**src/rtl/wb_writer_pkg.sv**
```systemverilog
// Shared widths, load funct3 codes, FSM encoding and the latched load context.
package wb_writer_pkg;

    localparam int unsigned REG_BUS_WIDTH  = 5;
    localparam int unsigned DATA_BUS_WIDTH = 32;

    localparam logic [DATA_BUS_WIDTH-1:0] ZERO_WORD = '0;

    localparam logic [2:0] LD_LB  = 3'b000;
    localparam logic [2:0] LD_LH  = 3'b001;
    localparam logic [2:0] LD_LW  = 3'b010;
    localparam logic [2:0] LD_LBU = 3'b100;
    localparam logic [2:0] LD_LHU = 3'b101;

    typedef enum logic [0:0] {
        WB_IDLE    = 1'b0,
        WB_WAIT_LD = 1'b1
    } wb_state_e;

    // Everything about an accepted load that is needed when its data returns.
    typedef struct packed {
        logic [REG_BUS_WIDTH-1:0] rd;
        logic                     rd_we;
        logic [2:0]               funct3;
        logic [1:0]               addr_lo;
    } ld_ctx_t;

endpackage

```
**src/rtl/wb_writer_if.sv**
```systemverilog
// MEM-stage handshake, dmem response and register-file write port of the write-back stage.
interface wb_writer_if #(
    parameter int unsigned CNT_WIDTH = 64
);
    import wb_writer_pkg::*;

    logic                      mem_vld;
    logic                      mem_rdy;
    logic [REG_BUS_WIDTH-1:0]  mem_rd;
    logic                      mem_rd_we;
    logic                      mem_is_load;
    logic [2:0]                mem_ld_funct3;
    logic [1:0]                mem_addr_lo;
    logic [DATA_BUS_WIDTH-1:0] mem_alu_data;
    logic                      dmem_rvld;
    logic [DATA_BUS_WIDTH-1:0] dmem_rdata;
    logic [REG_BUS_WIDTH-1:0]  reg_waddr;
    logic                      reg_waddr_vld;
    logic [DATA_BUS_WIDTH-1:0] reg_wdata;
    logic [CNT_WIDTH-1:0]      instret;
    logic                      busy;

    // Upstream side: MEM stage plus data memory.
    modport master (
        output mem_vld, mem_rd, mem_rd_we, mem_is_load, mem_ld_funct3,
               mem_addr_lo, mem_alu_data, dmem_rvld, dmem_rdata,
        input  mem_rdy, reg_waddr, reg_waddr_vld, reg_wdata, instret, busy
    );

    // Write-back stage side.
    modport slave (
        input  mem_vld, mem_rd, mem_rd_we, mem_is_load, mem_ld_funct3,
               mem_addr_lo, mem_alu_data, dmem_rvld, dmem_rdata,
        output mem_rdy, reg_waddr, reg_waddr_vld, reg_wdata, instret, busy
    );

endinterface

```
**src/rtl/wb_writer_load_extend.sv**
```systemverilog
// Selects the byte/halfword lane of an aligned load word and sign/zero extends it.
module wb_writer_load_extend
    import wb_writer_pkg::*;
(
    input  logic [2:0]                funct3,
    input  logic [1:0]                addr_lo,
    input  logic [DATA_BUS_WIDTH-1:0] rdata,
    output logic [DATA_BUS_WIDTH-1:0] ext_data_c
);

    localparam int unsigned BYTE_PAD = DATA_BUS_WIDTH - 8;
    localparam int unsigned HALF_PAD = DATA_BUS_WIDTH - 16;

    logic [7:0]  byte_lane;
    logic [15:0] half_lane;

    // Lane pick then extension; unknown funct3 falls back to a full word.
    always_comb begin
        byte_lane  = rdata[{addr_lo, 3'b000} +: 8];
        half_lane  = addr_lo[1] ? rdata[31:16] : rdata[15:0];
        ext_data_c = rdata;
        case (funct3)
            LD_LB:   ext_data_c = {{BYTE_PAD{byte_lane[7]}}, byte_lane};
            LD_LH:   ext_data_c = {{HALF_PAD{half_lane[15]}}, half_lane};
            LD_LW:   ext_data_c = rdata;
            LD_LBU:  ext_data_c = {{BYTE_PAD{1'b0}}, byte_lane};
            LD_LHU:  ext_data_c = {{HALF_PAD{1'b0}}, half_lane};
            default: ext_data_c = rdata;
        endcase
    end

endmodule

```
**src/rtl/wb_writer.sv**
```systemverilog
// Write-back stage: retires MEM-stage instructions, waits on loads, drives the xreg write port.
module wb_writer
    import wb_writer_pkg::*;
#(
    parameter int unsigned CNT_WIDTH = 64
) (
    input  logic        clk_i,
    input  logic        rst_n_i,
    wb_writer_if.slave  bus
);

    wb_state_e                 state_q, state_d;
    ld_ctx_t                   ctx_q, ctx_d;
    logic [REG_BUS_WIDTH-1:0]  waddr_q, waddr_d;
    logic                      wvld_q, wvld_d;
    logic [DATA_BUS_WIDTH-1:0] wdata_q, wdata_d;
    logic [CNT_WIDTH-1:0]      instret_q, instret_d;
    logic                      rdy_q, rdy_d;
    logic                      busy_q, busy_d;
    logic                      accept;
    logic [DATA_BUS_WIDTH-1:0] ld_data_c;

    wb_writer_load_extend u_load_extend (
        .funct3     (ctx_q.funct3),
        .addr_lo    (ctx_q.addr_lo),
        .rdata      (bus.dmem_rdata),
        .ext_data_c (ld_data_c)
    );

    // State and output registers; reset abandons any outstanding load.
    always_ff @(posedge clk_i or negedge rst_n_i) begin
        if (!rst_n_i) begin
            state_q   <= WB_IDLE;
            ctx_q     <= '0;
            waddr_q   <= '0;
            wvld_q    <= 1'b0;
            wdata_q   <= ZERO_WORD;
            instret_q <= '0;
            rdy_q     <= 1'b0;
            busy_q    <= 1'b0;
        end else begin
            state_q   <= state_d;
            ctx_q     <= ctx_d;
            waddr_q   <= waddr_d;
            wvld_q    <= wvld_d;
            wdata_q   <= wdata_d;
            instret_q <= instret_d;
            rdy_q     <= rdy_d;
            busy_q    <= busy_d;
        end
    end

    // Next state and next register values; write fields return to zero unless a write is due.
    always_comb begin
        state_d   = state_q;
        ctx_d     = ctx_q;
        waddr_d   = '0;
        wvld_d    = 1'b0;
        wdata_d   = ZERO_WORD;
        instret_d = instret_q;
        accept    = bus.mem_vld & rdy_q;

        case (state_q)
            WB_IDLE: begin
                if (accept) begin
                    if (bus.mem_is_load) begin
                        ctx_d.rd      = bus.mem_rd;
                        ctx_d.rd_we   = bus.mem_rd_we;
                        ctx_d.funct3  = bus.mem_ld_funct3;
                        ctx_d.addr_lo = bus.mem_addr_lo;
                        state_d       = WB_WAIT_LD;
                    end else begin
                        wvld_d    = bus.mem_rd_we & (bus.mem_rd != '0);
                        waddr_d   = bus.mem_rd;
                        wdata_d   = bus.mem_alu_data;
                        instret_d = instret_q + CNT_WIDTH'(1);
                    end
                end
            end
            WB_WAIT_LD: begin
                if (bus.dmem_rvld) begin
                    wvld_d    = ctx_q.rd_we & (ctx_q.rd != '0);
                    waddr_d   = ctx_q.rd;
                    wdata_d   = ld_data_c;
                    instret_d = instret_q + CNT_WIDTH'(1);
                    state_d   = WB_IDLE;
                end
            end
            default: state_d = WB_IDLE;
        endcase

        rdy_d  = (state_d == WB_IDLE);
        busy_d = (state_d == WB_WAIT_LD);
    end

    assign bus.mem_rdy       = rdy_q;
    assign bus.busy          = busy_q;
    assign bus.reg_waddr     = waddr_q;
    assign bus.reg_waddr_vld = wvld_q;
    assign bus.reg_wdata     = wdata_q;
    assign bus.instret       = instret_q;

endmodule

```
**src/flat_wrapper.sv**
```systemverilog
// flat-port wrapper written by rule: the top's interface ports become plain ports
module wb_writer_flat import wb_writer_pkg::*;
#(
    parameter int unsigned CNT_WIDTH = 64
)
  (clk_i, rst_n_i, bus_mem_vld, bus_mem_rd, bus_mem_rd_we, bus_mem_is_load, bus_mem_ld_funct3, bus_mem_addr_lo, bus_mem_alu_data, bus_dmem_rvld, bus_dmem_rdata, bus_mem_rdy, bus_reg_waddr, bus_reg_waddr_vld, bus_reg_wdata, bus_instret, bus_busy);
  wb_writer_if #(.CNT_WIDTH(CNT_WIDTH)) bus_i ();
  input  logic clk_i;
  input  logic rst_n_i;
  input wire logic [$bits(bus_i.mem_vld)-1:0] bus_mem_vld;
  input wire logic [$bits(bus_i.mem_rd)-1:0] bus_mem_rd;
  input wire logic [$bits(bus_i.mem_rd_we)-1:0] bus_mem_rd_we;
  input wire logic [$bits(bus_i.mem_is_load)-1:0] bus_mem_is_load;
  input wire logic [$bits(bus_i.mem_ld_funct3)-1:0] bus_mem_ld_funct3;
  input wire logic [$bits(bus_i.mem_addr_lo)-1:0] bus_mem_addr_lo;
  input wire logic [$bits(bus_i.mem_alu_data)-1:0] bus_mem_alu_data;
  input wire logic [$bits(bus_i.dmem_rvld)-1:0] bus_dmem_rvld;
  input wire logic [$bits(bus_i.dmem_rdata)-1:0] bus_dmem_rdata;
  output wire logic [$bits(bus_i.mem_rdy)-1:0] bus_mem_rdy;
  output wire logic [$bits(bus_i.reg_waddr)-1:0] bus_reg_waddr;
  output wire logic [$bits(bus_i.reg_waddr_vld)-1:0] bus_reg_waddr_vld;
  output wire logic [$bits(bus_i.reg_wdata)-1:0] bus_reg_wdata;
  output wire logic [$bits(bus_i.instret)-1:0] bus_instret;
  output wire logic [$bits(bus_i.busy)-1:0] bus_busy;
  assign bus_i.mem_vld = bus_mem_vld;
  assign bus_i.mem_rd = bus_mem_rd;
  assign bus_i.mem_rd_we = bus_mem_rd_we;
  assign bus_i.mem_is_load = bus_mem_is_load;
  assign bus_i.mem_ld_funct3 = bus_mem_ld_funct3;
  assign bus_i.mem_addr_lo = bus_mem_addr_lo;
  assign bus_i.mem_alu_data = bus_mem_alu_data;
  assign bus_i.dmem_rvld = bus_dmem_rvld;
  assign bus_i.dmem_rdata = bus_dmem_rdata;
  assign bus_mem_rdy = bus_i.mem_rdy;
  assign bus_reg_waddr = bus_i.reg_waddr;
  assign bus_reg_waddr_vld = bus_i.reg_waddr_vld;
  assign bus_reg_wdata = bus_i.reg_wdata;
  assign bus_instret = bus_i.instret;
  assign bus_busy = bus_i.busy;
  wb_writer #(.CNT_WIDTH(CNT_WIDTH)) u_core (.clk_i(clk_i), .rst_n_i(rst_n_i), .bus(bus_i));
endmodule
```
**config.mk**
```make
export PLATFORM = sky130hd
export DESIGN_NAME = wb_writer_flat
export DESIGN_NICKNAME = d
export VERILOG_FILES = /design/src/rtl/wb_writer_pkg.sv /design/src/rtl/wb_writer_if.sv /design/src/rtl/wb_writer_load_extend.sv /design/src/rtl/wb_writer.sv /design/src/flat_wrapper.sv
export SDC_FILE = /design/constraint.sdc
export NUM_CORES = 1
export LEC_CHECK = 0
export CAP_MARGIN = 20
export CORE_MARGIN = 3
export CORE_UTILIZATION = 42
export CTS_CLUSTER_SIZE = 12
export DETAILED_ROUTE_END_ITERATION = 16
export PLACE_DENSITY = 0.77
export SLEW_MARGIN = 10
export SYNTH_ARGS = -nofsm -noshare
export SYNTH_HDL_FRONTEND = slang
export SYNTH_SLANG_ARGS = --single-unit
```
**constraint.sdc**
```tcl
create_clock -name clk_i -period 1.9 [get_ports clk_i]
set_input_delay 0.475 -clock clk_i [delete_from_list [all_inputs] [get_ports clk_i]]
set_output_delay 0.475 -clock clk_i [all_outputs]
set_load 0.005 [all_outputs]
```
==> out/metrics.yaml, run 1 <==
status: "finished with violations"
violations: "negative setup slack"
fmax_ghz: 0.514
synth_most_common_cell: "dfrtp_1"
final_cells: 968
critPathLaunchType: "flop"
fin_ws_ns: -0.0463
max-clock-path-buffers: 2
via_per_inst: 5.22
slew_headroom: 0.646
synthFlopType: "dfrtp_1"
placed_cells: 920
grt_pass1_vias: 5336
hold_class: "in -> async"
worst_pin_slew_ns: 0.531
rr_endpoint: "u_core.bus.instret[54]$_DFFE_PN0P_"
synth-edff-count: 0
yosys-top-cells-area: "dfrtp_1, xor2_1, xnor2_1"
setup_violations: 2
yosys.area.top_type_share: 0.524
syn-num-nets: 595
wire_per_inst_um: 17.8
leakagePower_nw: 4.34
fillCellCount: 904
drc: 0
clk_pin_slew_worst_paths_ns: 0.05
synth_warnings: 0
die_h_um: 120
avgSynthCellArea_um2: 10.7
critical_path_class: "reg -> out"
dp_hpwl_mm: 12.6
drv_cap: 0
clock_sinks: 115
worstPathMaxFanout: 4
powerDensity_mw_per_mm2: 900
r2r-start: "u_core.state_q$_DFF_PN0_"
synthArstFlopShare: 1.00
grt_start_max_net_pins: 38
initial_utilization: 0.432
ys_types: 50
synth_commonest_cells: "dfrtp_1, nand2_1, xor2_1, xnor2_1, nor2_1"
ctsHoldBuffers: 0
ys_seq_elements: 115
dpl_cell_area_mm2: 0.00804
finalInstanceArea_mm2: 0.00898
clkLatencyLatePin_ns: 0.42
required_ns: 1.42
die-area_mm2: 0.0145
die_w_um: 120
drt-initial-drc-count: 362
synth_cells: 514
fin_skew_ns: 0.00950
cp.arrival_ns: 1.47
first_pass_iters: 4
vias: 5057
antenna_found_initial: 0
gp_congestion: 0.951
total_power_mw: 8.08
tritoncts: "yes"
min_period_ns: 1.95
rows: 41
yosysTopAreaCell: "dfrtp_1"
cts_buffers: 17
slew_viol_final: 0
hold_violations: 0
routed_wl_mm: 17.2
grt_use_total: 0.238
antenna_cells: 0
pin_count: 184
endpoint_kind: "output pin"
synth_area_mm2: 0.00550
drive_gt1_frac: 0.229
reg2reg_slack_ns: 0.01
place_worst_setup_slack_ns: -0.442
overflow: 0
core_region_area_mm2: 0.0127
layout.nets: 865
h-tree-depth: 4
area_delta_synth_final_pct: 63.5
final.setup.tns_ns: -0.0491
vdd_ir_drop_max_mv: 0.507
clock-root-buffer: "clkbuf_16"
finalCritPeriodShare: 1.02
reg2reg_depth: 7
numPortBuffers: 183
drtAntennaViolNets: 0
seq_area_frac_synth: 0.524
rsz0062_at_grt: "true"
grt_pass1_wl_mm: 26.9
power by group:
part | switching [mW] | internal [mW] | total (mW) | leakage [nW]
clock | 1.11 | 2.40 | 3.51 | 0.315
sequential | 0.217 | 2.70 | 2.91 | 1.47
combinational | 0.723 | 0.940 | 1.66 | 2.55
cells by family (layout without fill, tap and decap cells):
group / after synthesis / count (layout) / synth area share
AOI/OAI and AO/OA: 71 / 71 / 0.0904
xor gates and xnor gates: 63 / 63 / 0.100
adders and majority gates: 1 / 1 / 0.00228
buffers and inverters: 43 / 325 / 0.0312
DFF: 115 / 115 / 0.524
muxes: 14 / 14 / 0.0307
and+or+nand+nor: 207 / 207 / 0.221
layer usage:
metal / up-vias / track usage / part of all wire
met5: - / 0 / 0
met4: 0 / 0.0970 / 0.026
met3: 39 / 0.0795 / 0.081
met2: 217 / 0.406 / 0.51
met1: 2463 / 0.275 / 0.38
li1: 2338 / - / -
how the worst max path moves through the flow:
stage | start | end | slack, ns | cells after the start
6_report | u_core.state_q$_DFF_PN0_ | bus_busy | -0.05 | 2
5_1_grt | u_core.state_q$_DFF_PN0_ | u_core.bus.instret[54]$_DFFE_PN0P_ | -0.1 | 7
4_1_cts | u_core.state_q$_DFF_PN0_ | bus_busy | -0.03 | 2
3_5_place_dp | bus_mem_is_load | u_core.bus.instret[54]$_DFFE_PN0P_ | -0.44 | 7
3_3_place_gp | bus_mem_vld | u_core.bus.instret[48]$_DFFE_PN0P_ | -0.35 | 6
2_1_floorplan | bus_dmem_rdata[31] | u_core.bus.reg_wdata[21]$_DFF_PN0_ | 0.04 | 6
registers in the layout (all words and copies together), names as in the netlist:
name,cells
u_core.state_q,1
u_core.bus.reg_wdata,32
u_core.bus.instret,64
u_core.bus.mem_rdy,1
u_core.bus.reg_waddr,5
u_core.bus.reg_waddr_vld,1
u_core.ctx_q,11
timing repair:
item	CTS	global route
endpoints found under the setup margin	23	55
pin swaps	2	7
buffers inserted	7	10
resized for setup	14	41
final cells by class:
| class | instances | area [µm²] | share of cell area |
|---|---|---|---|
| Sequential cell | 115 | 2900 | 0.322 |
| Timing Repair Buffer | 270 | 2590 | 0.288 |
| Multi-Input combinational cell | 356 | 2540 | 0.283 |
| Clock buffer | 24 | 512 | 0.0570 |
| Tap cell | 172 | 215 | 0.0240 |
| Clock inverter | 7 | 144 | 0.0160 |
| Inverter | 24 | 90.1 | 0.0100 |
worst max-delay path, stage by stage, from the launching register on:
cell and delay, ns:
dfrtp_1 0.38, buf_4 0.17, clkdlybuf4s50_1 0.51
per-stage QoR:
step,utilization,hold slack [ns]
2_1_floorplan,-,0.179
3_3_place_gp,0.632,0.456
3_5_place_dp,0.632,0.454
4_1_cts,0.689,0.0133
5_1_grt,0.706,0.0490
6_report,0.706,0.0128
cells in the final DEF (no fill, tap or decap), drive strengths merged, types with 19 or more instances in the layout:
master and instances:
clkdlybuf4s50 165, dfrtp 115, buf 88, nand2 68, o21ai 33, xor2 32, xnor2 31, nor2 27
inv 24, nand4 24, clkbuf 24, nand3 21, nor3 19
(Power assumes the default switching activity.)
==> inputs of run 2 (changes only) <==
--- a/config.mk
+++ b/config.mk
@@ -7,10 +7,11 @@
 export LEC_CHECK = 0
 export CAP_MARGIN = 20
 export CORE_MARGIN = 3
-export CORE_UTILIZATION = 42
+export CORE_UTILIZATION = 43
+export CTS_BUF_LIST = sky130_fd_sc_hd__clkbuf_2 sky130_fd_sc_hd__clkbuf_4 sky130_fd_sc_hd__clkbuf_8
 export CTS_CLUSTER_SIZE = 12
 export DETAILED_ROUTE_END_ITERATION = 16
-export PLACE_DENSITY = 0.77
+export PLACE_DENSITY = 0.79
 export SLEW_MARGIN = 10
 export SYNTH_ARGS = -nofsm -noshare
 export SYNTH_HDL_FRONTEND = slang
==> out/metrics.yaml, run 2 (synthesis results as in run 1) <==
hold_class: "reg -> reg"
layout.nets: 894
setup_violations: 1
clkLatencyLatePin_ns: 0.45
h-tree-depth: 4
final_cell_mix: "clkdlybuf4s50_1, buf_4, dfrtp_1"
hold_violations: 0
violations: "negative setup slack"
drive_gt1_frac: 0.249
routed_wl_mm: 17.5
antenna_found_initial: 0
slew_headroom: 0.592
critical_path_class: "reg -> reg"
initial_utilization: 0.448
cp-startpoint: "u_core.state_q$_DFF_PN0_"
clk_pin_slew_worst_paths_ns: 0.07
overflow: 0
multi_input_area_mm2: 0.00252
dp_hpwl_mm: 12.8
fin_skew_ns: 0.0128
numPortBuffers: 183
drv_cap: 0
cts_buffers: 17
r2r-start: "u_core.state_q$_DFF_PN0_"
die-area_mm2: 0.0142
gp_congestion: 0.888
reg2reg_slack_ns: -0.03
max_stage_delay_ns: 0.41
grt_start_max_net_pins: 54
drc: 0
required_ns: 2.27
die_w_um: 119
timing.critical_path.to: "u_core.bus.instret[33]$_DFFE_PN0P_"
total_power_mw: 6.66
rr_endpoint: "u_core.bus.instret[33]$_DFFE_PN0P_"
crit_buf_inv: 1
final_common_cell: "clkdlybuf4s50_1"
utilization: 0.719
via_per_inst: 5.23
grt_use_total: 0.241
die_h_um: 119
path_cells: "nand4bb_4 -> a21oi_4 -> buf_4 -> nand4b_1 -> nor3_1 -> xnor2_1"
worst_pin_slew_ns: 0.612
vdd_ir_drop_max_mv: 0.577
reg2reg_depth: 6
powerDensity_mw_per_mm2: 756
status: "finished with violations"
fillCellCount: 871
drt-initial-drc-count: 420
crit_family: "simple AND/OR/NAND/NOR gates"
critPathLaunchType: "flop"
endpoint_kind: "flop"
clock-root-buffer: "clkbuf_8"
fmax_ghz: 0.517
max-clock-path-buffers: 2
pin_count: 184
regArea_mm2: 0.00289
tritoncts: "yes"
largest_reg_flops: 64
vias: 5205
rsz0062_at_grt: "true"
clock_sinks: 115
area_delta_synth_final_pct: 60.3
cp.arrival_ns: 2.30
leakagePower_nw: 4.26
grt_pass1_wl_mm: 27.2
fin_ws_ns: -0.0341
core_region_area_mm2: 0.0123
min_period_ns: 1.93
path_depth: 6
drtAntennaViolNets: 0
slew_viol_final: 0
first_pass_iters: 7
worstPathMaxFanout: 6
rows: 40
finalCritPeriodShare: 1.02
wire_per_inst_um: 17.6
grt_pass1_vias: 5361
cp_slowest_cell: "dfrtp_1"
run 2: changes by cell type in the layout (fill, tap and decap cells not counted), moves of 3 or more:
cell             change
buf_4               +32
buf_6                -4
bufinv_16            -3
clkbuf_16           -17
clkbuf_8            +14
clkdlybuf4s50_1     -21
clkinv_2            +10
dfrtp_1              +8
dfrtp_2              -8
dlygate4sd2_1       +28
dlymetal6s2s_1       -7
nor3_2               +6
nor3_4               -5
run 2: worst min-delay path by stage:
stage	startpoint	to	slack, ns	cells after the start
finish	u_core.bus.instret[8]$_DFFE_PN0P_	u_core.bus.instret[8]$_DFFE_PN0P_	0.50	1
CTS	rst_n_i	u_core.bus.reg_wdata[0]$_DFF_PN0_	0.50	2
global placement	rst_n_i	u_core.bus.instret[13]$_DFFE_PN0P_	0.43	1
global route	u_core.bus.instret[8]$_DFFE_PN0P_	u_core.bus.instret[8]$_DFFE_PN0P_	0.52	1
floorplan	rst_n_i	u_core.bus.instret[0]$_DFFE_PN0P_	0.18	0
detailed placement	rst_n_i	u_core.bus.instret[13]$_DFFE_PN0P_	0.44	1
run 2: layout make-up:
type | instances | share of cell area
sequential | 115 | 0.327
timing repair buffer | 299 | 0.311
multi-input combinational | 356 | 0.286
clock buffer | 20 | 0.0312
tap | 168 | 0.0239
inverter | 24 | 0.0102
clock inverter | 12 | 0.00994
antenna | 1 | 0.000284
run 2: metrics by stage:
| step | setup TNS, ns | worst slack (ns) | hold WS, ns | cell area, µm² | instances |
|---|---|---|---|---|---|
| floorplan | 0 | 0.0370 | 0.179 | 5500 | 514 |
| global placement | -21.52 | -0.362 | 0.432 | 8130 | 929 |
| detailed placement | -24.92 | -0.458 | 0.441 | 8130 | 929 |
| CTS | 0 | 0.00106 | 0.496 | 8640 | 983 |
| global route | -0.915 | -0.120 | 0.522 | 8810 | 994 |
| finish | -0.0341 | -0.0341 | 0.500 | 8810 | 995 |
run 2: report_power, final:
part / leakage [nW] / internal [mW] / switching [mW]
clock network: 0.197 / 1.11 / 1.00
logic: 2.58 / 0.926 / 0.762
registers: 1.48 / 2.69 / 0.171
run 2: timing repair:
action / in CTS / in global routing
hold buffers: 1 / 0
pin swaps: 0 / 13
setup buffers: 21 / 11
hold endpoints to repair: 28 / 0
endpoints found under the setup margin: 47 / 42
gates resized for setup: 40 / 22
run 2: routing by layer:
layer | routed length, µm | global-route usage
met5 | 0 | 0
met4 | 438 | 0.0956
met3 | 1550 | 0.0897
met2 | 8850 | 0.407
met1 | 6630 | 0.275
==> inputs of run 3 (changes only) <==
--- a/config.mk
+++ b/config.mk
@@ -6,11 +6,12 @@
 export NUM_CORES = 1
 export LEC_CHECK = 0
 export CAP_MARGIN = 20
-export CORE_MARGIN = 3
+export CORE_MARGIN = 2
 export CORE_UTILIZATION = 43
 export CTS_BUF_LIST = sky130_fd_sc_hd__clkbuf_2 sky130_fd_sc_hd__clkbuf_4 sky130_fd_sc_hd__clkbuf_8
 export CTS_CLUSTER_SIZE = 12
 export DETAILED_ROUTE_END_ITERATION = 16
+export GPL_ROUTABILITY_DRIVEN = 0
 export PLACE_DENSITY = 0.79
 export SLEW_MARGIN = 10
 export SYNTH_ARGS = -nofsm -noshare
==> out/metrics.yaml, run 3 (synthesis results as in run 1) <==
status: "finished with violations"
violations: "negative setup slack"
clock-root-buffer: "clkbuf_8"
gr-usage-met1: 0.294
pin_count: 184
cp_slowest_cell: "clkdlybuf4s50_1"
overflow: 0
h-tree-depth: 4
antenna_found_initial: 0
p_int_mw: 4.81
crit_family: "buffers and inverters"
drt-initial-drc-count: 367
vias: 5282
drv_cap: 0
finalInstanceArea_mm2: 0.00889
slew_viol_final: 0
path_cells: "clkdlybuf4s50_1"
fmax_ghz: 0.526
core_region_area_mm2: 0.0126
finalCritPeriodShare: 1.00
comb_power_share: 0.242
critical_path_class: "reg -> out"
final_cells: 998
fillCellCount: 918
vdd_ir_drop_max_mv: 0.553
die-area_mm2: 0.0137
clk_pin_slew_worst_paths_ns: 0.07
numPortBuffers: 183
met2_usage: 0.435
sw_frac_of_total: 0.296
p_switching_mw: 2.02
crit_buf_inv: 1
largest_reg_flops: 64
hold_class: "in -> async"
ctsHoldBuffers: 0
critPathLaunchType: "flop"
via_per_inst: 5.29
fin_skew_ns: 0.00856
final_common_cell: "clkdlybuf4s50_1"
slew_headroom: 0.613
grt_pass1_wl_mm: 26.4
final_cell_mix: "clkdlybuf4s50_1, buf_4, dfrtp_1"
die_h_um: 117
powerDensity_mw_per_mm2: 768
dpl_cell_area_mm2: 0.00801
max-clock-path-buffers: 2
antenna_cells: 0
placed_cells: 919
grt_use_total: 0.256
grt_most_used_layer: "met2"
grt_start_max_net_pins: 52
whs_ns: 0.00924
rsz0062_at_grt: "true"
grt_pass1_vias: 5318
total_power_mw: 6.83
rows: 41
tritoncts: "yes"
required_ns: 1.42
place_worst_setup_slack_ns: -0.455
wire_per_inst_um: 17.3
grtUsageMet3: 0.0891
worst_pin_slew_ns: 0.580
min_period_ns: 1.90
hold_violations: 0
first_pass_iters: 5
worstPathMaxFanout: 4
layout.nets: 894
cts_buffers: 17
initial_utilization: 0.437
drive_gt1_frac: 0.255
endpoint_kind: "output pin"
clock_sinks: 115
fin_ws_ns: -0.000115
setup_violations: 1
max_stage_delay_ns: 0.54
drtAntennaViolNets: 0
dp_hpwl_mm: 12.3
drc: 0
routed_wl_mm: 17.2
cp.arrival_ns: 1.43
clock_power_share: 0.334
clkLatencyLatePin_ns: 0.46
die_w_um: 117
pwr-share-seq: 0.424
leakagePower_nw: 4.31
area_delta_synth_final_pct: 61.8
[run 3: per-layer routing]
layer | part of all wire | routed length [µm]
met1 | 0.37 | 6340
met2 | 0.51 | 8750
met3 | 0.091 | 1570
met4 | 0.033 | 561
met5 | 0 | 0
[run 3: what timing repair did]
action                                  in CTS  in global routing
endpoints found under the setup margin      57                 45
pin swaps                                    0                 14
resized for setup                           36                 29
setup buffers                               24                 23
[run 3: path summary, 6_finish.rpt]
kind	start	endpoint	slack [ns]	cells past startpoint
max in group asynchronous	rst_n_i	u_core.bus.instret[45]$_DFFE_PN0P_	1.44	2
hold reg to reg	u_core.bus.instret[63]$_DFFE_PN0P_	u_core.bus.instret[63]$_DFFE_PN0P_	0.48	1
hold / removal	rst_n_i	u_core.bus.reg_wdata[3]$_DFF_PN0_	0.009	2
setup / recovery	u_core.bus.instret[51]$_DFFE_PN0P_	bus_instret[51]	-0.0001	1
min in group clk_i	u_core.bus.instret[63]$_DFFE_PN0P_	u_core.bus.instret[63]$_DFFE_PN0P_	0.48	1
setup reg to reg	u_core.bus.instret[14]$_DFFE_PN0P_	u_core.bus.instret[59]$_DFFE_PN0P_	0.02	6
[run 3: power groups by stage]
stage               Sequential [mW]  Clock [mW]  Combinational [mW]
floorplan                      2.90           0               0.667
CTS                            2.89        2.32                1.63
global placement               2.94           0                1.54
detailed placement             2.95           0                1.58
finish                         2.90        2.28                1.65
global route                   2.93        2.44                1.81
[run 3: cell type report]
cell class	count	area, µm²	share of cell area
Clock buffer	18	241	0.0272
Timing Repair Buffer	299	2730	0.307
Clock inverter	14	158	0.0177
Sequential cell	115	2890	0.325
Multi-Input combinational cell	356	2560	0.289
Tap cell	172	215	0.0242
Inverter	24	90.1	0.0101
[run 3: through the flow]
step	utilization	setup TNS (ns)
after floorplan	-	0
after global routing	0.707	-1.01
after global placement	0.637	-20.19
after detailed placement	0.637	-25.15
after CTS	0.683	0
final	0.707	-0.000115
